--- config.mk ---
export PLATFORM = sky130hd
export DESIGN_NAME = input_debouncer
export DESIGN_NICKNAME = d
export VERILOG_FILES = /design/src/rtl/input_debouncer.sv
export SDC_FILE = /design/constraint.sdc
export NUM_CORES = 1
export LEC_CHECK = 0
export ABC_AREA = 1
export ABC_CLOCK_PERIOD_IN_PS = 1540
export BUFFER_PORTS_ARGS = -buffer_cell sky130_fd_sc_hd__buf_4
export CORE_AREA = 2 2 39 41
export DETAILED_ROUTE_END_ITERATION = 12
export DIE_AREA = 0 0 41 43
export PLACE_DENSITY = 0.53
export SYNTH_ARGS = -nofsm -noshare
export SYNTH_HDL_FRONTEND = slang
export SYNTH_SLANG_ARGS = --single-unit
--- constraint.sdc ---
create_clock -name clk_i -period 1.54 [get_ports clk_i]
set_clock_uncertainty 0.15 [all_clocks]
set_input_delay 0.154 -clock clk_i [delete_from_list [all_inputs] [get_ports clk_i]]
set_output_delay 0.154 -clock clk_i [all_outputs]
set_load 0.02 [all_outputs]
--- src/rtl/input_debouncer.sv ---
// Raw switch/button conditioner: two-flop synchroniser, then a consecutive-sample
// stability filter that drives a clean level plus a one-cycle strobe per accepted change.
module input_debouncer #(
    parameter int unsigned DEBOUNCE_CYCLES = 16,
    parameter int unsigned CNT_W           = $clog2(DEBOUNCE_CYCLES)
) (
    input  logic clk_i,
    input  logic rst_ni,
    input  logic raw_i,
    output logic data_o,
    output logic en_o,
    output logic rise_o,
    output logic fall_o,
    output logic busy_o
);

    if (DEBOUNCE_CYCLES < 2 || DEBOUNCE_CYCLES > 65535) begin : g_bad_debounce_cycles
        $error("input_debouncer: DEBOUNCE_CYCLES must be in 2..65535");
    end

    typedef enum logic {
        STABLE  = 1'b0,
        PENDING = 1'b1
    } state_e;

    localparam logic [CNT_W-1:0] CNT_MAX = CNT_W'(DEBOUNCE_CYCLES - 1);

    state_e           state_q, state_d;
    logic [CNT_W-1:0] cnt_q, cnt_d;
    logic             s1_q, s2_q;
    logic             data_d, rise_d, fall_d;

    // raw_i is asynchronous; only s2_q may be observed by the filter.
    // NOTE: sequential state uses non-blocking (<=) so every flop samples pre-edge values.
    always_ff @(posedge clk_i or negedge rst_ni) begin
        if (!rst_ni) begin
            s1_q <= 1'b0;
            s2_q <= 1'b0;
        end else begin
            s1_q <= raw_i;
            s2_q <= s1_q;
        end
    end

    // NOTE: every combinational output gets a default first so no path infers a latch.
    always_comb begin
        state_d = state_q;
        cnt_d   = cnt_q;
        data_d  = data_o;
        rise_d  = 1'b0;
        fall_d  = 1'b0;
        unique case (state_q)
            STABLE: begin
                if (s2_q != data_o) begin
                    state_d = PENDING;
                    cnt_d   = CNT_W'(1);
                end else begin
                    cnt_d   = '0;
                end
            end
            PENDING: begin
                if (s2_q == data_o) begin
                    // Glitch ended before qualification: discard it silently.
                    state_d = STABLE;
                    cnt_d   = '0;
                end else if (cnt_q == CNT_MAX) begin
                    data_d  = s2_q;
                    rise_d  = s2_q;
                    fall_d  = ~s2_q;
                    state_d = STABLE;
                    cnt_d   = '0;
                end else begin
                    cnt_d   = cnt_q + CNT_W'(1);
                end
            end
            default: begin
                state_d = STABLE;
                cnt_d   = '0;
            end
        endcase
    end

    always_ff @(posedge clk_i or negedge rst_ni) begin
        if (!rst_ni) begin
            state_q <= STABLE;
            cnt_q   <= '0;
            data_o  <= 1'b0;
            en_o    <= 1'b0;
            rise_o  <= 1'b0;
            fall_o  <= 1'b0;
        end else begin
            state_q <= state_d;
            cnt_q   <= cnt_d;
            data_o  <= data_d;
            en_o    <= rise_d | fall_d;
            rise_o  <= rise_d;
            fall_o  <= fall_d;
        end
    end

    assign busy_o = (state_q == PENDING);

endmodule

After elaboration in Yosys (flattened, before gate mapping)
Index checks and enable logic that the tools add are counted.
{ "op_classes": {"mux": 14, "reduce_logical": 1, "n_addsub": 1, "eq_ne": 3, "bitwise": 4} }
{ "ops": {"columns": ["cell", "n"], "rows": [
  ["1-bit 2-to-1 mux", 10],
  ["4-bit 2-to-1 mux", 2],
  ["4-bit case mux with 2 select lines", 1],
  ["4-bit by 1-bit adder with 4-bit output (second input constant)", 1],
  ["4-bit equality test (second input constant)", 1],
  ["1-bit inverter", 3],
  ["3-bit AND reduction", 1],
  ["1-bit case mux with 2 select lines", 1],
  ["1-bit equality test", 1],
  ["1-bit != test", 1],
  ["1-bit OR", 1]
]} }
{ "totals": {"register_bits": 11, "output_inout_bits": 5, "in_bits": 3} }

Logic depth before layout (Yosys ltp)
Gate-level depths: netlist of run 1.
{ "depth": {"word_depth": 5, "depth_mapped": 6, "ltp_nobuf": 6} }

Worst setup path after synthesis of run 1
OpenSTA, ideal clock, no wires.
{ "synth_path": {"kind": "register to register", "from": "register cnt_q[0]", "to": "register cnt_q[0]", "path_stages_with_launch": 7, "arrival_ps": 961, "slack_ps": 350, "required_ps": 1311, "setup_ps": 79, "n_path_buf": 0, "cell_sequence": "dfrtp_1 > ha_1 > nand2_2 > inv_1 > nand2_1 > nand2_1 > a21oi_1"} }
{ "synth_between": {"elab_chain_len": 4} }
{ "synth_lines": {"columns": ["element", "line_no", "rtl"], "rows": [
  ["start: declaration", "29", "logic [CNT_W-1:0] cnt_q, cnt_d;"],
  ["start signal: assignment", "93", "cnt_q <= cnt_d;"],
  ["4-bit by 1-bit adder with 4-bit output / 4-bit equality test (equally long branches)", "73, 66", null],
  ["4-bit 2-to-1 mux (*)", "66", "end else if (cnt_q == CNT_MAX) begin"],
  ["4-bit 2-to-1 mux (*)", "62", "if (s2_q == data_o) begin"],
  ["4-bit case mux with 2 select lines (*)", "52", "unique case (state_q)"],
  ["named net cnt_d[0]", "29", null]
]} }
The timed path passes the listed nets; every way through them passes the cells marked *.
A chain may end at the register's enable or synchronous reset.

Worst setup path after layout of run 1
Same ends and word-level chain as after synthesis.

==> results of run 1 <==
[worst max-delay path, delay by kind of cell (launching register included)]
kind | cells | cell delay, ns
AOI/OAI and AO/OA | 1 | 0.11
adders and majority gates | 1 | 0.24
buffers and inverters | 1 | 0.06
DFF | 1 | 0.42
and+or+nand+nor | 3 | 0.22
[routing by layer]
layer | part of all wire, % | vias to the layer above
li1 | - | 162
met1 | 40 | 149
met2 | 55 | 5
met3 | 3.6 | 2
met4 | 0.62 | 0
met5 | 0 | -
[area by class of cell]
type	instances	area (sq um)	share of cell area (%)
clock buffers	3	22.5	3.99
clock inverters	1	5.00	0.887
flip-flops and latches	11	275	48.8
inverters	9	33.8	5.99
well taps	16	20.0	3.55
multi-input cells	25	135	23.9
repair buffers	9	72.6	12.9
[registers in the layout, summed over array words and instances, names as in the netlist]
register / count
fall_o: 1
en_o: 1
busy_o: 1
s2_q: 1
s1_q: 1
cnt_q: 4
rise_o: 1
data_o: 1
[power by group through the flow]
stage          clock network, mW  logic, mW  registers (mW)
6_report                   0.189     0.0298           0.304
5_1_grt                    0.214     0.0356           0.305
4_1_cts                    0.203     0.0308           0.304
3_5_place_dp                   0     0.0268           0.310
3_3_place_gp                   0     0.0271           0.310
2_1_floorplan                  0     0.0120           0.310
[cells by family after synthesis]
family / count (synthesis) / synth area share [%]
flops: 11 / 62.0
compound gates: 2 / 2.25
buf+inv: 9 / 7.61
simple gates: 22 / 25.4
fa+ha+maj: 1 / 2.82
[path summary, 6_finish.rpt]
path,depth (start not counted),to
worst max-delay path,6,cnt_q[0]
worst min-delay path,2,data_o
worst max register to register,6,cnt_q[0]
worst min register to register,0,s2_q
max in group asynchronous,2,rise_o
min in group clk_i,0,s2_q
[layout by cell type (no fill, tap or decap), types with 2 or more instances in the layout]
| cell type | n |
|---|---|
| buf_4 | 7 |
| a21oi_1 | 2 |
| dlygate4sd3_1 | 2 |
| nand2_1 | 10 |
| nand3_1 | 2 |
| inv_1 | 8 |
| dfrtp_1 | 11 |
| nand4_1 | 2 |
| nor2_1 | 4 |
| clkbuf_4 | 3 |
[metrics by stage]
step	utilization, %	setup slack [ns]	hold slack, ns	cells	total power, mW
after floorplan	-	0.350	-0.292	45	0.322
after global placement	37.3	0.268	-0.156	68	0.337
after detailed placement	37.3	0.256	-0.157	68	0.337
after CTS	40.8	0.250	0.0826	74	0.538
after global routing	40.8	0.180	0.116	74	0.555
final	40.8	0.260	0.0893	74	0.523
==> results_dict.tcl, run 1 <==
set metrics [dict create \
    run_status "complete, no violations" \
    crit_path_start "cnt_q[0]" \
    rsz0062_at_grt "false" \
    synth_cell_types 13 \
    grt.overflow.total 0 \
    cts_buffer_depth 2 \
    initial_utilization_pct 32.1 \
    ys_seq_area_share_pct 62.0 \
    synth-main-ff-cell "dfrtp_1" \
    first_global_vias 315 \
    synth_top_area_share_pct 62.0 \
    final_area_sq_um 564 \
    use_met2_pct 15.0 \
    antennaDiodeCount 0 \
    drt_iter0_markers 2 \
    vias 318 \
    hp-class "in -> async" \
    clk_pin_slew_ns 0.07 \
    worst_slew_pin_slew_ns 0.229 \
    p_int_uw 406 \
    finalWirelength_um 646 \
    port_buffers 7 \
    fin_nets 63 \
    numCtsBuffers 3 \
    placed_area_sq_um 517 \
    cts_num_sinks 11 \
    antenna_found_initial 0 \
    critical_path.max_stage_delay_ns 0.42 \
    yosys.area.top_type "dfrtp_1" \
    cp-start-kind "register" \
    dp_hpwl_um 516 \
    cts_root_buf "clkbuf_4" \
    post-synth-top-count-cell "dfrtp_1" \
    power_density_mw_per_mm2 926 \
    slew_headroom_pct 84.7 \
    synth.cell_area_sq_um 444 \
    die_x_um 41 \
    p_switching_uw 117 \
    postSynthAreaPerCell_sq_um 9.87 \
    p_seq_share_pct 58.2 \
    place_congestion 0.711 \
    htreeDepth 1 \
    track_usage_pct 10.8 \
    synthesis.nets 49 \
    met3_usage_pct 2.09 \
    avgViaCountPerCell 4.30 \
    pin_count 8 \
    power_frac_clock_pct 36.1 \
    period_share_pct 83.1 \
    dr.pass1.iters 2 \
    worstPathArrival_ns 1.32 \
    vdd_drop_max_mv 0.565 \
    finalSetupViolCount 0 \
    wl_per_cell_um 8.73 \
    p_comb_share_pct 5.7 \
    netlist_top_cells_area "dfrtp_1, nand2_1, inv_1" \
    grt_max_degree 12 \
    cpMostUsedCell "nand2_1" \
    core_area_sq_mm 0.00138 \
    grt_pass1_wl_mm 1.24 \
    final_antenna_net_count 0 \
    async_reset_ff_share_pct 100 \
    clkLatencyLatePin_ns 0.26 \
    max_cap_violations 0 \
    rrSetupSlack_ns 0.26 \
    ys_ff_latch 11 \
    post_cts.repair.setup_buffers 0 \
    r2r_start "cnt_q[0]" \
    final.setup.tns_ns 0 \
    netSwitchingFraction_pct 22.4 \
    rows 14 \
    die_area_sq_mm 0.00176 \
    layout-drive-gt1-share_pct 27.6 \
    yosys_warnings 0 \
    cts_tree "done" \
    crit_chain "ha_1 > nand2_2 > inv_1 > nand2_1 > nand2_1 > a21oi_1" \
    grtUsageMet1_pct 13.1 \
    syn_inst 45 \
    cts.hold.buffers_added 2 \
    final_max_slew_viol_count 0 \
    drcViolationCount 0 \
    yosys-top-cells-count "dfrtp_1, nand2_1, inv_1" \
    fillers 153 \
    worstPathRequired_ns 1.58 \
    worstSetupPathType "reg -> reg" \
    busiest_layer "met2" \
    hold_viol 0 \
    cts-resized-gates 0 \
    synth_edf_count 0 \
    endpoint_kind "register" \
    area_growth_pct 27.0 \
    die_y_um 43 \
    cp_slowest_cell "dfrtp_1" \
    p_leak_nw 0.313 \
    fmax_mhz 782 \
    crit_fanout 4 \
    min_period_ns 1.28 \
]
Note: power is estimated with default switching activity, not from simulation.
==> run 2: changes to the inputs <==
==> config.mk (replaced) <==
export PLATFORM = sky130hd
export DESIGN_NAME = input_debouncer
export DESIGN_NICKNAME = d
export VERILOG_FILES = /design/src/rtl/input_debouncer.sv
export SDC_FILE = /design/constraint.sdc
export NUM_CORES = 1
export LEC_CHECK = 0
export ABC_AREA = 0
export ABC_CLOCK_PERIOD_IN_PS = 1170
export BUFFER_PORTS_ARGS = -buffer_cell sky130_fd_sc_hd__buf_4
export CORE_AREA = 2 2 39 41
export DETAILED_ROUTE_END_ITERATION = 12
export DIE_AREA = 0 0 41 43
export PLACE_DENSITY = 0.54
export SYNTH_ARGS = -nofsm -noshare
export SYNTH_HDL_FRONTEND = slang
export SYNTH_SLANG_ARGS = --single-unit
==> constraint.sdc (replaced) <==
create_clock -name clk_i -period 1.17 [get_ports clk_i]
set_clock_uncertainty 0.15 [all_clocks]
set_input_delay 0.117 -clock clk_i [delete_from_list [all_inputs] [get_ports clk_i]]
set_output_delay 0.117 -clock clk_i [all_outputs]
set_load 0.02 [all_outputs]
==> run 2 against run 1 <==
The run now ends with negative setup slack left; via count increased by 0.31%; power rose by 40%; die area stayed put; flip-flop and latch count stayed put; setup slack got worse by 0.41 ns; sequential share of layout area down 10 points; sequential power increased by 32%; fmax fell by 2.8%; count of clock-buffer cells in the layout is 1 higher.
==> results_dict.tcl, run 2 <==
set metrics [dict create \
    yosys-top-cells-count "dfrtp_1, nor3_1, nor3b_1" \
    final_cell_mix "buf_4, dfrtp_1, buf_6" \
    violations "negative setup slack" \
    track_usage_pct 13.5 \
    die_y_um 43 \
    dr.pass1.iters 1 \
    met3_usage_pct 6.28 \
    synth_top_area_share_pct 64.9 \
    finalWirelength_um 890 \
    vias 319 \
    synth-main-ff-cell "dfrtp_1" \
    cp_slowest_cell "dfrtp_1" \
    min_period_ns 1.32 \
    area_growth_pct 70.5 \
    rows 14 \
    dp_hpwl_um 595 \
    critical_path.max_stage_delay_ns 0.41 \
    layout-drive-gt1-share_pct 63.5 \
    worstSetupPathType "reg -> reg" \
    use_met2_pct 21.3 \
    die_area_sq_mm 0.00176 \
    finalSetupViolCount 8 \
    clkLatencyLatePin_ns 0.27 \
    yosys_warnings 0 \
    final_area_sq_um 723 \
    initial_utilization_pct 30.7 \
    die_x_um 41 \
    final_antenna_net_count 0 \
    cts_num_sinks 11 \
    ys_seq_area_share_pct 64.9 \
    drcViolationCount 0 \
    avgViaCountPerCell 4.69 \
    crit_chain "ha_4 > a21o_1 > a2111oi_4" \
    crit_fanout 4 \
    largest_register_ffs 4 \
    worst_slew_pin_slew_ns 0.380 \
    clk_pin_slew_ns 0.07 \
    busiest_layer "met2" \
    slew_headroom_pct 74.7 \
    antenna_found_initial 0 \
    numCtsBuffers 3 \
    endpoint_kind "register" \
    period_share_pct 113 \
    p_leak_nw 0.340 \
    postSynthAreaPerCell_sq_um 14.6 \
    fmax_mhz 760 \
    hold_viol 0 \
    cp-start-kind "register" \
    rsz0062_at_grt "true" \
    post-synth-top-count-cell "dfrtp_1" \
    worstRegToRegCells 3 \
    synth.cell_area_sq_um 424 \
    grtUsageMet1_pct 15.6 \
    grt.overflow.total 0 \
    antennaDiodeCount 0 \
    place_congestion 0.753 \
    power_density_mw_per_mm2 1010 \
    cts_tree "done" \
    worstPathArrival_ns 1.34 \
    grt_pass1_wl_mm 1.54 \
    ys_ff_latch 11 \
    layout_commonest_cell "buf_4" \
    layout.cells.non_filler 68 \
    worstPathRequired_ns 1.19 \
    hp-class "in -> async" \
    htreeDepth 1 \
    cts_root_buf "clkbuf_4" \
    cts_buffer_depth 2 \
    final_max_slew_viol_count 0 \
    run_status "finished, violations left" \
    core_area_sq_mm 0.00138 \
    postLayoutCoreUtil_pct 52.3 \
    r2r_start "cnt_q[0]" \
    async_reset_ff_share_pct 100 \
    syn_inst 29 \
    grt_max_degree 12 \
    first_global_vias 356 \
    yosys.area.top_type "dfrtp_1" \
    crit_path_start "cnt_q[0]" \
    fin_nets 57 \
    pre_cts_ws_ns -0.138 \
    rrSetupSlack_ns -0.15 \
    fin_ws_ns -0.146 \
    place_inst 60 \
    port_buffers 7 \
    top_register "cnt_q" \
    synthesis.nets 33 \
    pin_count 8 \
    drt_iter0_markers 0 \
    placed_area_sq_um 582 \
    netlist_top_cells_area "dfrtp_1, xnor2_2, a2111oi_2" \
    vdd_drop_max_mv 0.629 \
    synth_edf_count 0 \
    max_cap_violations 0 \
    wl_per_cell_um 13.1 \
    synth_cell_types 17 \
    r2r-end "cnt_q[3]" \
    hold_ws_ns 0.0563 \
]
## run 2: worst max path at each step
stage               cells after the start  endpoint  slack, ns
finish                                  3  cnt_q[3]      -0.15
global route                            3  cnt_q[3]      -0.22
CTS                                     3  cnt_q[3]      -0.15
detailed placement                      3  cnt_q[3]      -0.14
global placement                        3  cnt_q[3]      -0.09
floorplan                               3  cnt_q[3]      -0.11
## run 2: layout make-up
type                       count  area [sq um]
fill                         124           661
sequential                    11           278
multi-input combinational     17           229
timing repair buffer          19           166
clock buffer                   4          26.3
tap                           16          20.0
inverter                       1          3.75
## run 2: report_power, final
part           switching, mW  leakage, nW  internal (mW)
combinational         0.0363        0.183         0.0439
clock                  0.121       0.0150          0.132
sequential            0.0108        0.142          0.390
total                  0.168        0.340          0.566
## run 2: cells by family after synthesis
group | synth area share [%]
xor gates and xnor gates | 5.90
AOI/OAI and AO/OA | 10.0
DFF | 64.9
muxes | 2.65
adders and majority gates | 2.95
buffers and inverters | 0.884
and+or+nand+nor | 12.7
## run 2: per-stage QoR
step / TNS (ns) / power, mW
floorplan: -0.204 / 0.431
global placement: -0.239 / 0.462
detailed placement: -0.404 / 0.466
CTS: -0.584 / 0.733
global route: -1.11 / 0.765
finish: -0.589 / 0.734
## run 2: worst max-delay path: cells and delay by family (launching register included)
| family | cells | cell delay, ns |
|---|---|---|
| AOI/OAI and AO/OA | 2 | 0.47 |
| DFF | 1 | 0.41 |
| adders and majority gates | 1 | 0.19 |
## run 2: timing repair
action,CTS,global route
hold endpoints to repair,12,0
hold buffers,2,0
gates cloned,0,0
endpoints found under the setup margin,9,10
pin swaps,1,1
buffers inserted,2,0
gates resized for setup,10,6
## run 2: metal layers
layer / vias up / routed length (um) / part of all wire [%]
li1: 149 / - / -
met1: 161 / 356 / 40
met2: 9 / 490 / 55
met3: 0 / 43 / 4.8
met4: 0 / 0 / 0
met5: - / 0 / 0
